File: config.mk
export PLATFORM = sky130hd
export DESIGN_NAME = window_convolver
export DESIGN_NICKNAME = d
export VERILOG_FILES = /design/src/rtl/window_convolver_pkg.sv /design/src/rtl/window_convolver_adder_tree.sv /design/src/rtl/window_convolver.sv
export SDC_FILE = /design/constraint.sdc
export NUM_CORES = 1
export LEC_CHECK = 0
export CAP_MARGIN = 10
export CORE_MARGIN = 2
export CORE_UTILIZATION = 30
export DETAILED_ROUTE_END_ITERATION = 6
export PLACE_DENSITY = 0.51
export SYNTH_ARGS = -nofsm -noshare
export SYNTH_HDL_FRONTEND = slang
export SYNTH_HIERARCHICAL = 1
export SYNTH_SLANG_ARGS = --single-unit
File: constraint.sdc
create_clock -name clk_i -period 10.1 [get_ports clk_i]
set_input_delay 2.02 -clock clk_i [delete_from_list [all_inputs] [get_ports clk_i]]
set_output_delay 2.02 -clock clk_i [all_outputs]
set_load 0.1 [all_outputs]
File: src/rtl/window_convolver_pkg.sv
// window_convolver_pkg: sizing helpers, shared types and the identity-kernel builder
package window_convolver_pkg;
   function automatic int tree_depth(input int n);
      return $clog2(n);
   endfunction
   function automatic int acc_width(input int dw, input int cw, input int n);
      return dw + 1 + cw + tree_depth(n);
   endfunction
   function automatic int latency(input int n);
      return 2 + tree_depth(n);
   endfunction
   function automatic int identity_coef(input int idx, input int wh, input int ww, input int shift);
      return (idx == ((wh - 1) / 2) * ww + (ww - 1) / 2) ? (1 << shift) : 0;
   endfunction
   localparam int DEF_COEF_WIDTH = 8;
   localparam int DEF_ACC_WIDTH = acc_width(8, DEF_COEF_WIDTH, 9);
   typedef logic signed [DEF_COEF_WIDTH-1:0] coef_t;
   typedef logic signed [DEF_ACC_WIDTH-1:0] acc_t;
   typedef enum logic {LOADING, PENDING} load_state_t;
endpackage

File: src/rtl/window_convolver_adder_tree.sv
// window_convolver_adder_tree: registered pairwise reduction with a valid/sideband pipe alongside
module window_convolver_adder_tree
   import window_convolver_pkg::*;
#(
   parameter int N = 9,
   parameter int AW = 21,
   parameter int SW = 6
) (
   input  logic                 clk_i,
   input  logic                 rst_i,
   input  logic signed [AW-1:0] op_i [N],
   input  logic                 valid_i,
   input  logic [SW-1:0]        sb_i,
   output logic signed [AW-1:0] sum_o,
   output logic                 valid_o,
   output logic [SW-1:0]        sb_o
);
   localparam int D = tree_depth(N);
   localparam int P = 1 << D;
   logic signed [AW-1:0] lvl [D+1][P];
   logic [D:0] vld;
   logic [SW-1:0] sb [D+1];
   // zero padding up to a power of two lets an odd leftover pass through unchanged
   always_ff @(posedge clk_i) begin
      for (int i = 0; i < N; i++) lvl[0][i] <= op_i[i];
      for (int i = N; i < P; i++) lvl[0][i] <= '0;
      for (int l = 1; l <= D; l++)
         for (int i = 0; i < (P >> l); i++)
            lvl[l][i] <= lvl[l-1][2*i] + lvl[l-1][2*i+1];
   end
   always_ff @(posedge clk_i) begin
      sb[0] <= sb_i;
      for (int l = 1; l <= D; l++) sb[l] <= sb[l-1];
   end
   always_ff @(posedge clk_i) vld <= !rst_i ? '0 : {vld[D-1:0], valid_i};
   assign sum_o = lvl[D][0];
   assign valid_o = vld[D];
   assign sb_o = sb[D];
endmodule

File: src/rtl/window_convolver.sv
// window_convolver: double-buffered kernel convolution of a window stream; WINDOW_CONVOLVER_SATURATE_EN clamps instead of wraps
module window_convolver
   import window_convolver_pkg::*;
#(
   parameter int DATA_WIDTH = 8,
   parameter int IMAGE_WIDTH = 5,
   parameter int IMAGE_HEIGHT = 5,
   parameter int WINDOW_WIDTH = 3,
   parameter int WINDOW_HEIGHT = 3,
   parameter int COEF_WIDTH = 8,
   parameter int SHIFT = 0,
   parameter int OUT_WIDTH = 8
) (
   input  logic                            clk_i,
   input  logic                            rst_i,
   input  logic [DATA_WIDTH-1:0]           window_i [WINDOW_HEIGHT][WINDOW_WIDTH],
   input  logic [$clog2(IMAGE_WIDTH)-1:0]  col_i,
   input  logic [$clog2(IMAGE_HEIGHT)-1:0] row_i,
   input  logic                            valid_i,
   input  logic [COEF_WIDTH-1:0]           coef_i,
   input  logic                            coef_valid_i,
   output logic                            coef_ready_o,
   output logic                            kernel_pending_o,
   output logic [OUT_WIDTH-1:0]            pixel_o,
   output logic [$clog2(IMAGE_WIDTH)-1:0]  col_o,
   output logic [$clog2(IMAGE_HEIGHT)-1:0] row_o,
   output logic                            valid_o
);
   localparam int N = WINDOW_WIDTH * WINDOW_HEIGHT;
   localparam int CW = $clog2(IMAGE_WIDTH);
   localparam int RW = $clog2(IMAGE_HEIGHT);
   localparam int AW = acc_width(DATA_WIDTH, COEF_WIDTH, N);
   localparam int IW = $clog2(N);
   localparam logic signed [AW-1:0] RND = AW'((1 << SHIFT) >> 1);
   load_state_t st, st_nx;
   logic [IW-1:0] idx;
   logic signed [COEF_WIDTH-1:0] active [N];
   logic signed [COEF_WIDTH-1:0] shadow [N];
   logic seen;
   logic [RW-1:0] prev_row;
   logic accept, boundary, commit;
   logic signed [AW-1:0] prod [N];
   logic signed [AW-1:0] sum;
   logic tree_valid;
   logic [CW+RW-1:0] tree_sb;
   logic [OUT_WIDTH-1:0] pix_nx;
   assign coef_ready_o = st == LOADING;
   assign kernel_pending_o = st == PENDING;
   assign accept = coef_valid_i && coef_ready_o;
   assign boundary = valid_i && (!seen || row_i < prev_row);
   assign commit = boundary && kernel_pending_o;
   always_comb st_nx = (st == LOADING && accept && idx == IW'(N - 1)) ? PENDING :
                       (st == PENDING && commit) ? LOADING : st;
   always_ff @(posedge clk_i) begin
      if (!rst_i) begin
         st <= LOADING;
         idx <= '0;
         seen <= 1'b0;
         prev_row <= '0;
         for (int i = 0; i < N; i++)
            active[i] <= COEF_WIDTH'(identity_coef(i, WINDOW_HEIGHT, WINDOW_WIDTH, SHIFT));
      end else begin
         st <= st_nx;
         if (accept) idx <= (idx == IW'(N - 1)) ? '0 : idx + 1'b1;
         if (valid_i) begin
            seen <= 1'b1;
            prev_row <= row_i;
         end
         if (commit) active <= shadow;
      end
   end
   always_ff @(posedge clk_i) if (accept) shadow[idx] <= coef_i;
   // the boundary window that commits a kernel is already filtered with it
   always_comb
      for (int r = 0; r < WINDOW_HEIGHT; r++)
         for (int c = 0; c < WINDOW_WIDTH; c++)
            prod[r*WINDOW_WIDTH+c] = $signed(AW'({1'b0, window_i[r][c]})) *
               $signed(AW'(commit ? shadow[r*WINDOW_WIDTH+c] : active[r*WINDOW_WIDTH+c]));
   window_convolver_adder_tree #(.N(N), .AW(AW), .SW(CW + RW)) u_tree (
      .clk_i(clk_i),
      .rst_i(rst_i),
      .op_i(prod),
      .valid_i(valid_i),
      .sb_i({col_i, row_i}),
      .sum_o(sum),
      .valid_o(tree_valid),
      .sb_o(tree_sb)
   );
`ifdef WINDOW_CONVOLVER_SATURATE_EN
   localparam logic signed [AW-1:0] PMAX = AW'((1 << OUT_WIDTH) - 1);
   logic signed [AW-1:0] shifted;
   assign shifted = (sum + RND) >>> SHIFT;
   assign pix_nx = shifted < 0 ? '0 : shifted > PMAX ? '1 : shifted[OUT_WIDTH-1:0];
`else
   assign pix_nx = OUT_WIDTH'((sum + RND) >>> SHIFT);
`endif
   always_ff @(posedge clk_i) begin
      if (!rst_i) begin
         pixel_o <= '0;
         col_o <= '0;
         row_o <= '0;
         valid_o <= 1'b0;
      end else begin
         pixel_o <= pix_nx;
         {col_o, row_o} <= tree_sb;
         valid_o <= tree_valid;
      end
   end
endmodule

## After elaboration in Yosys (flattened, before gate mapping)

Memories as Yosys holds them, arrays and structs flattened. A register that Yosys moved wholly into a read port is not among the register bits.
Cells that the tools add are included.

- Bits in registers: 159
- Bits in writable memories: 975
- Bits of input ports: 90
- Output and inout bits: 17
- Logic and storage cells: 84
- Memories kept: 2

Memories:

| memory | depth | width | read ports | clocked after Yosys merged registers in | wr ports | line | text |
|---|---|---|---|---|---|---|---|
| u_tree.lvl | 5 | 189 | 5 | 1 | 5 | window_convolver_adder_tree.sv:20 | `logic signed [AW-1:0] lvl [D+1][P];` |
| u_tree.sb | 5 | 6 | 5 | 1 | 5 | window_convolver_adder_tree.sv:22 | `logic [SW-1:0] sb [D+1];` |

- Add/subtract/negate cells: 16
- Multiply operators: 9
- Magnitude comparators: 3
- Eq/ne operators: 1
- Multiplexer cells: 15
- Bitwise gates (word level): 2
- Reductions and logical operators: 12

Operators with widths:

| kind | number |
|---|---|
| $add 21x21->21 | 11 |
| $mul 9x21->21 | 9 |
| $mux 21 | 9 |
| $bwmux 72 | 1 |
| $add 21x21->21 const AB | 3 |
| $demux 8 s4 | 1 |
| $add 21x21->21 const B | 1 |
| $mux 8 | 1 |
| $logic_and 1x1->1 | 7 |
| $ge 5x5->1 const B | 1 |
| $lt 5x1->1 const B | 1 |
| $not 4->5 | 1 |
| $add 4x1->4 const B | 1 |
| $eq 4x4->1 const B | 1 |
| $mux 4 | 1 |
| $logic_not 1->1 | 3 |
| $lt 3x3->1 | 1 |
| $mux 1 | 2 |
| $reduce_bool 2->1 | 1 |
| $logic_or 1x1->1 | 1 |
| $not 1->1 | 1 |

## Longest topological paths before layout

- Word-level depth: 7
- Mapped depth: 22
- Depth with buffers taken out: 19

## Cells and area by module

The synthesis kept the hierarchy.

Modules (own cells, without submodules):

| module | times used | cells each | area each (µm²) | sequential area each (µm²) |
|---|---|---|---|---|
| window_convolver | 1 | 3321 | 31564.0 | 4083.9 |
| window_convolver_adder_tree | 1 | 1439 | 16419.5 | 9108.7 |

## Worst setup path after synthesis

Ideal clock, no wire load.

- Path type: input to register
- Start: in row_i[1]
- End: mem u_tree/lvl[0][19] (netlist bit)
- Setup time: 0.059 ns
- Arrival time: 7.718 ns
- Required time: 10.041 ns
- Path slack: 2.323 ns
- Cell stages on the path: 25
- Path buffers: 3
- Cells stage by stage: ha_1 -> a21o_1 -> a21o_1 -> a211o_1 -> buf_4 -> buf_6 -> buf_6 -> mux2_4 -> and2_1 -> fa_1 -> inv_1 -> fa_1 -> inv_1 -> fa_1 -> inv_1 -> fa_1 -> inv_1 -> ha_1 -> and3_1 -> a41oi_1 -> a32oi_1 -> a211oi_1 -> o21ai_0 -> a211oi_1 -> nand2b_1

RTL lines:

| element | line | text |
|---|---|---|
| start, declared | window_convolver.sv:18 | `input logic [$clog2(IMAGE_HEIGHT)-1:0] row_i,` |
| end, declared | window_convolver_adder_tree.sv:20 |  |

==> metrics.md <==
| Metric | Value |
|---|---|
| Reg power frac | 46.5% |
| # clock sinks | 363 |
| Met1 Wirelength | roughly 19000 µm |
| DR iter-0 viols | between 400 and 500 |
| Unrepaired setup endpoints after global routing | no |
| Fmax | 0.143 GHz |
| Minimum clock period | about 7 ns |
| Uppermost layer routed | met4 |
| Slew Limit Fails | 0 |
| Leak pwr | approximately 11 nW |
| Htree depth | 2 |
| Worst-margin pin slew | between 1 and 1.5 ns |
| Post-route ant nets | 0 |
| Starting Density | 30.3% |
| Fillers | ~6800 |
| Netlist Area Pre-Place | 0.0208 mm² |
| GP Congestion | about 0.80 |
| Internal power | roughly 2.6 mW |
| Combinational power share | between 4 and 5% |
| Pwr dens | roughly 130 mW/mm² |
| Peak supply drop | ~0.000094 V |
| Final Setup Violations | 0 |
| First-pass GRT wire length | 67300 µm |
| Area growth syn-to-layout | 17.1% |
| Share of cells above drive strength 1 | about 7.6% |
| CTS tree | yes |
| Startpoint Class | input port |
| Area occupied by multi-input gates | ~0.012 mm² |
| Die ar. | between 0.07 and 0.08 mm² |
| Status | finished, final reports clean |
| Psw | slightly below 700 µW |
| CP max FO | slightly below 50 |
| Cells after Synth | between 1500 and 2000 |
| Vias | about 12000 |
| Seq. cell area | ~0.008 mm² |
| First-pass iteration count of the detailed router | 4 |
| Clock power share | 48.9% |
| Clk buf depth | 3 |
| Tot Pwr | ~3.3 mW |
| Port bufs | approximately 110 |
| Fin Setup TNS | 0 ns |
| Drt via density | around 4.1 |
| Met3 WL | 1330 µm |
| R2r setup slk | about 4.7 ns |
| Hold/Removal Path Class | reg -> reg |
| Fin crit share | about 69% |
| Final HPWL DP | around 31000 µm |
| WL final | 41400 µm |
| Kind of critical path | in -> reg |
| Final Hold Viols | 0 |
| Root Buffer | clkbuf_16 |
| Post-route DRC | 0 |
| Post-CTS sizing | 0 |
| Die X | around 270 µm |
| Die Ht | between 200 and 300 µm |
| Final-stage net count | roughly 2400 |
| Initial antenna violation count | 4 |
| Wire length per cell | around 14 µm |
| CP arrival | between 7 and 8 ns |
| Area of the core | between 0.06 and 0.07 mm² |
| Syn nets | 2286 |
| # IOs | 107 |
| CTS clk-pin slew, worst paths | roughly 0.060 ns |
| Syn Area/Cell | around 12 µm² |
| Inserted Clock Buffers | 43 |
| Required time of the critical path | 10.53 ns |
| Max_cap viols | 0 |
| # hold bufs at CTS | 0 |
| Warnings, synthesis | 6 |
| Largest net degree at the start of global routing | 100 |
| Setup Skew | ~0.020 ns |
| Rel. slew slack | approximately 31% |
| Met2 wire len | 20300 µm |
| Vias in the first global route | about 13000 |
| Crit. End Element | register |
| FP Rows | between 90 and 100 |
| Post-CTS setup buffer count | 0 |
| Grt total ovfl | 0 |
| Placement Cell Area | approximately 0.023 mm² |
| Gr usage total | a little under an eighth |
| Post-layout util | around 36% |
| Clk_lat worst skew | between 0.5 and 0.6 ns |
| Switching part of the total | 21.3% |
| Fin area | 0.0244 mm² |
[worst paths after layout]
| kind | startpoint | endpoint | depth (start not counted) |
|---|---|---|---|
| worst max-delay path | row_i[1] | u_tree/lvl[0][70] | 18 |
| worst min-delay path | u_tree/sb[1][4] | u_tree/sb[2][4] | 0 |
| worst max register to register | prev_row[1] | u_tree/lvl[0][70] | 18 |
| worst min register to register | u_tree/sb[1][4] | u_tree/sb[2][4] | 0 |
[routing by layer]
layer / up-vias / GRT usage (%)
li1: 5887 / -
met1: 5788 / 14.8
met2: 135 / 21.3
met3: 58 / 1.75
met4: 0 / 4.13
met5: - / 0
[final cells by class]
cell class | count | area share [%]
multi-input combinational | 1139 | 47.8
sequential | 363 | 32.8
clock buffer | 61 | 5.33
tap | 931 | 4.78
timing repair buffer | 108 | 4.45
inverter | 263 | 4.05
clock inverter | 16 | 0.812
antenna | 2 | 0.0205
[metrics by stage]
stage | setup WS (ns) | std cells | hold slack [ns]
after CTS | 3.11 | 2881 | 0.318
final | 3.13 | 2883 | 0.321
after global placement | 2.55 | 2804 | 0.311
after detailed placement | 2.51 | 2804 | 0.312
after floorplan | 3.69 | 1803 | 0.310
after global routing | 2.89 | 2881 | 0.328
[sequential cells by signal (all words and copies together) (netlist names)]
signal,cells
u_tree/lvl,160
active,72
shadow,72
u_tree/sb,30
pixel_o,8
u_tree/vld,5
idx,4
col_o,3
prev_row,3
row_o,3
kernel_pending_o,1
seen,1
valid_o,1
[critical path, cell delays in order]
cell and delay, ns:
clkdlybuf4s50_1 0.45, ha_1 0.31, a21o_1 0.16, a21o_1 0.23
a211o_4 0.59, buf_12 0.34, mux2_2 0.35, nand2_1 0.08
fa_1 0.55, inv_1 0.05, fa_1 0.50, inv_1 0.06
fa_1 0.48, fa_1 0.50, inv_1 0.04, ha_1 0.28
a211oi_1 0.24, a21oi_1 0.06
[cell usage in the layout (no fill, tap or decap), types with 39 or more instances in the layout]
| cell | instances |
|---|---|
| dfxtp_1 | 291 |
| inv_1 | 263 |
| ha_1 | 223 |
| nor2b_1 | 203 |
| fa_1 | 170 |
| clkdlybuf4s50_1 | 105 |
| nand2_1 | 95 |
| and2_1 | 85 |
| edfxtp_1 | 72 |
| nand2b_1 | 62 |
| clkbuf_16 | 46 |
| a21oi_1 | 41 |
| xnor2_1 | 39 |
[power by group through the flow]
stage,sequential (mW),clock (mW),combinational (mW)
5_1_grt,1.52,1.71,0.160
3_5_place_dp,1.55,0,0.151
2_1_floorplan,1.57,0,0.0468
6_report,1.52,1.60,0.148
3_3_place_gp,1.55,0,0.151
4_1_cts,1.52,1.66,0.152
(Power assumes the default switching activity.)
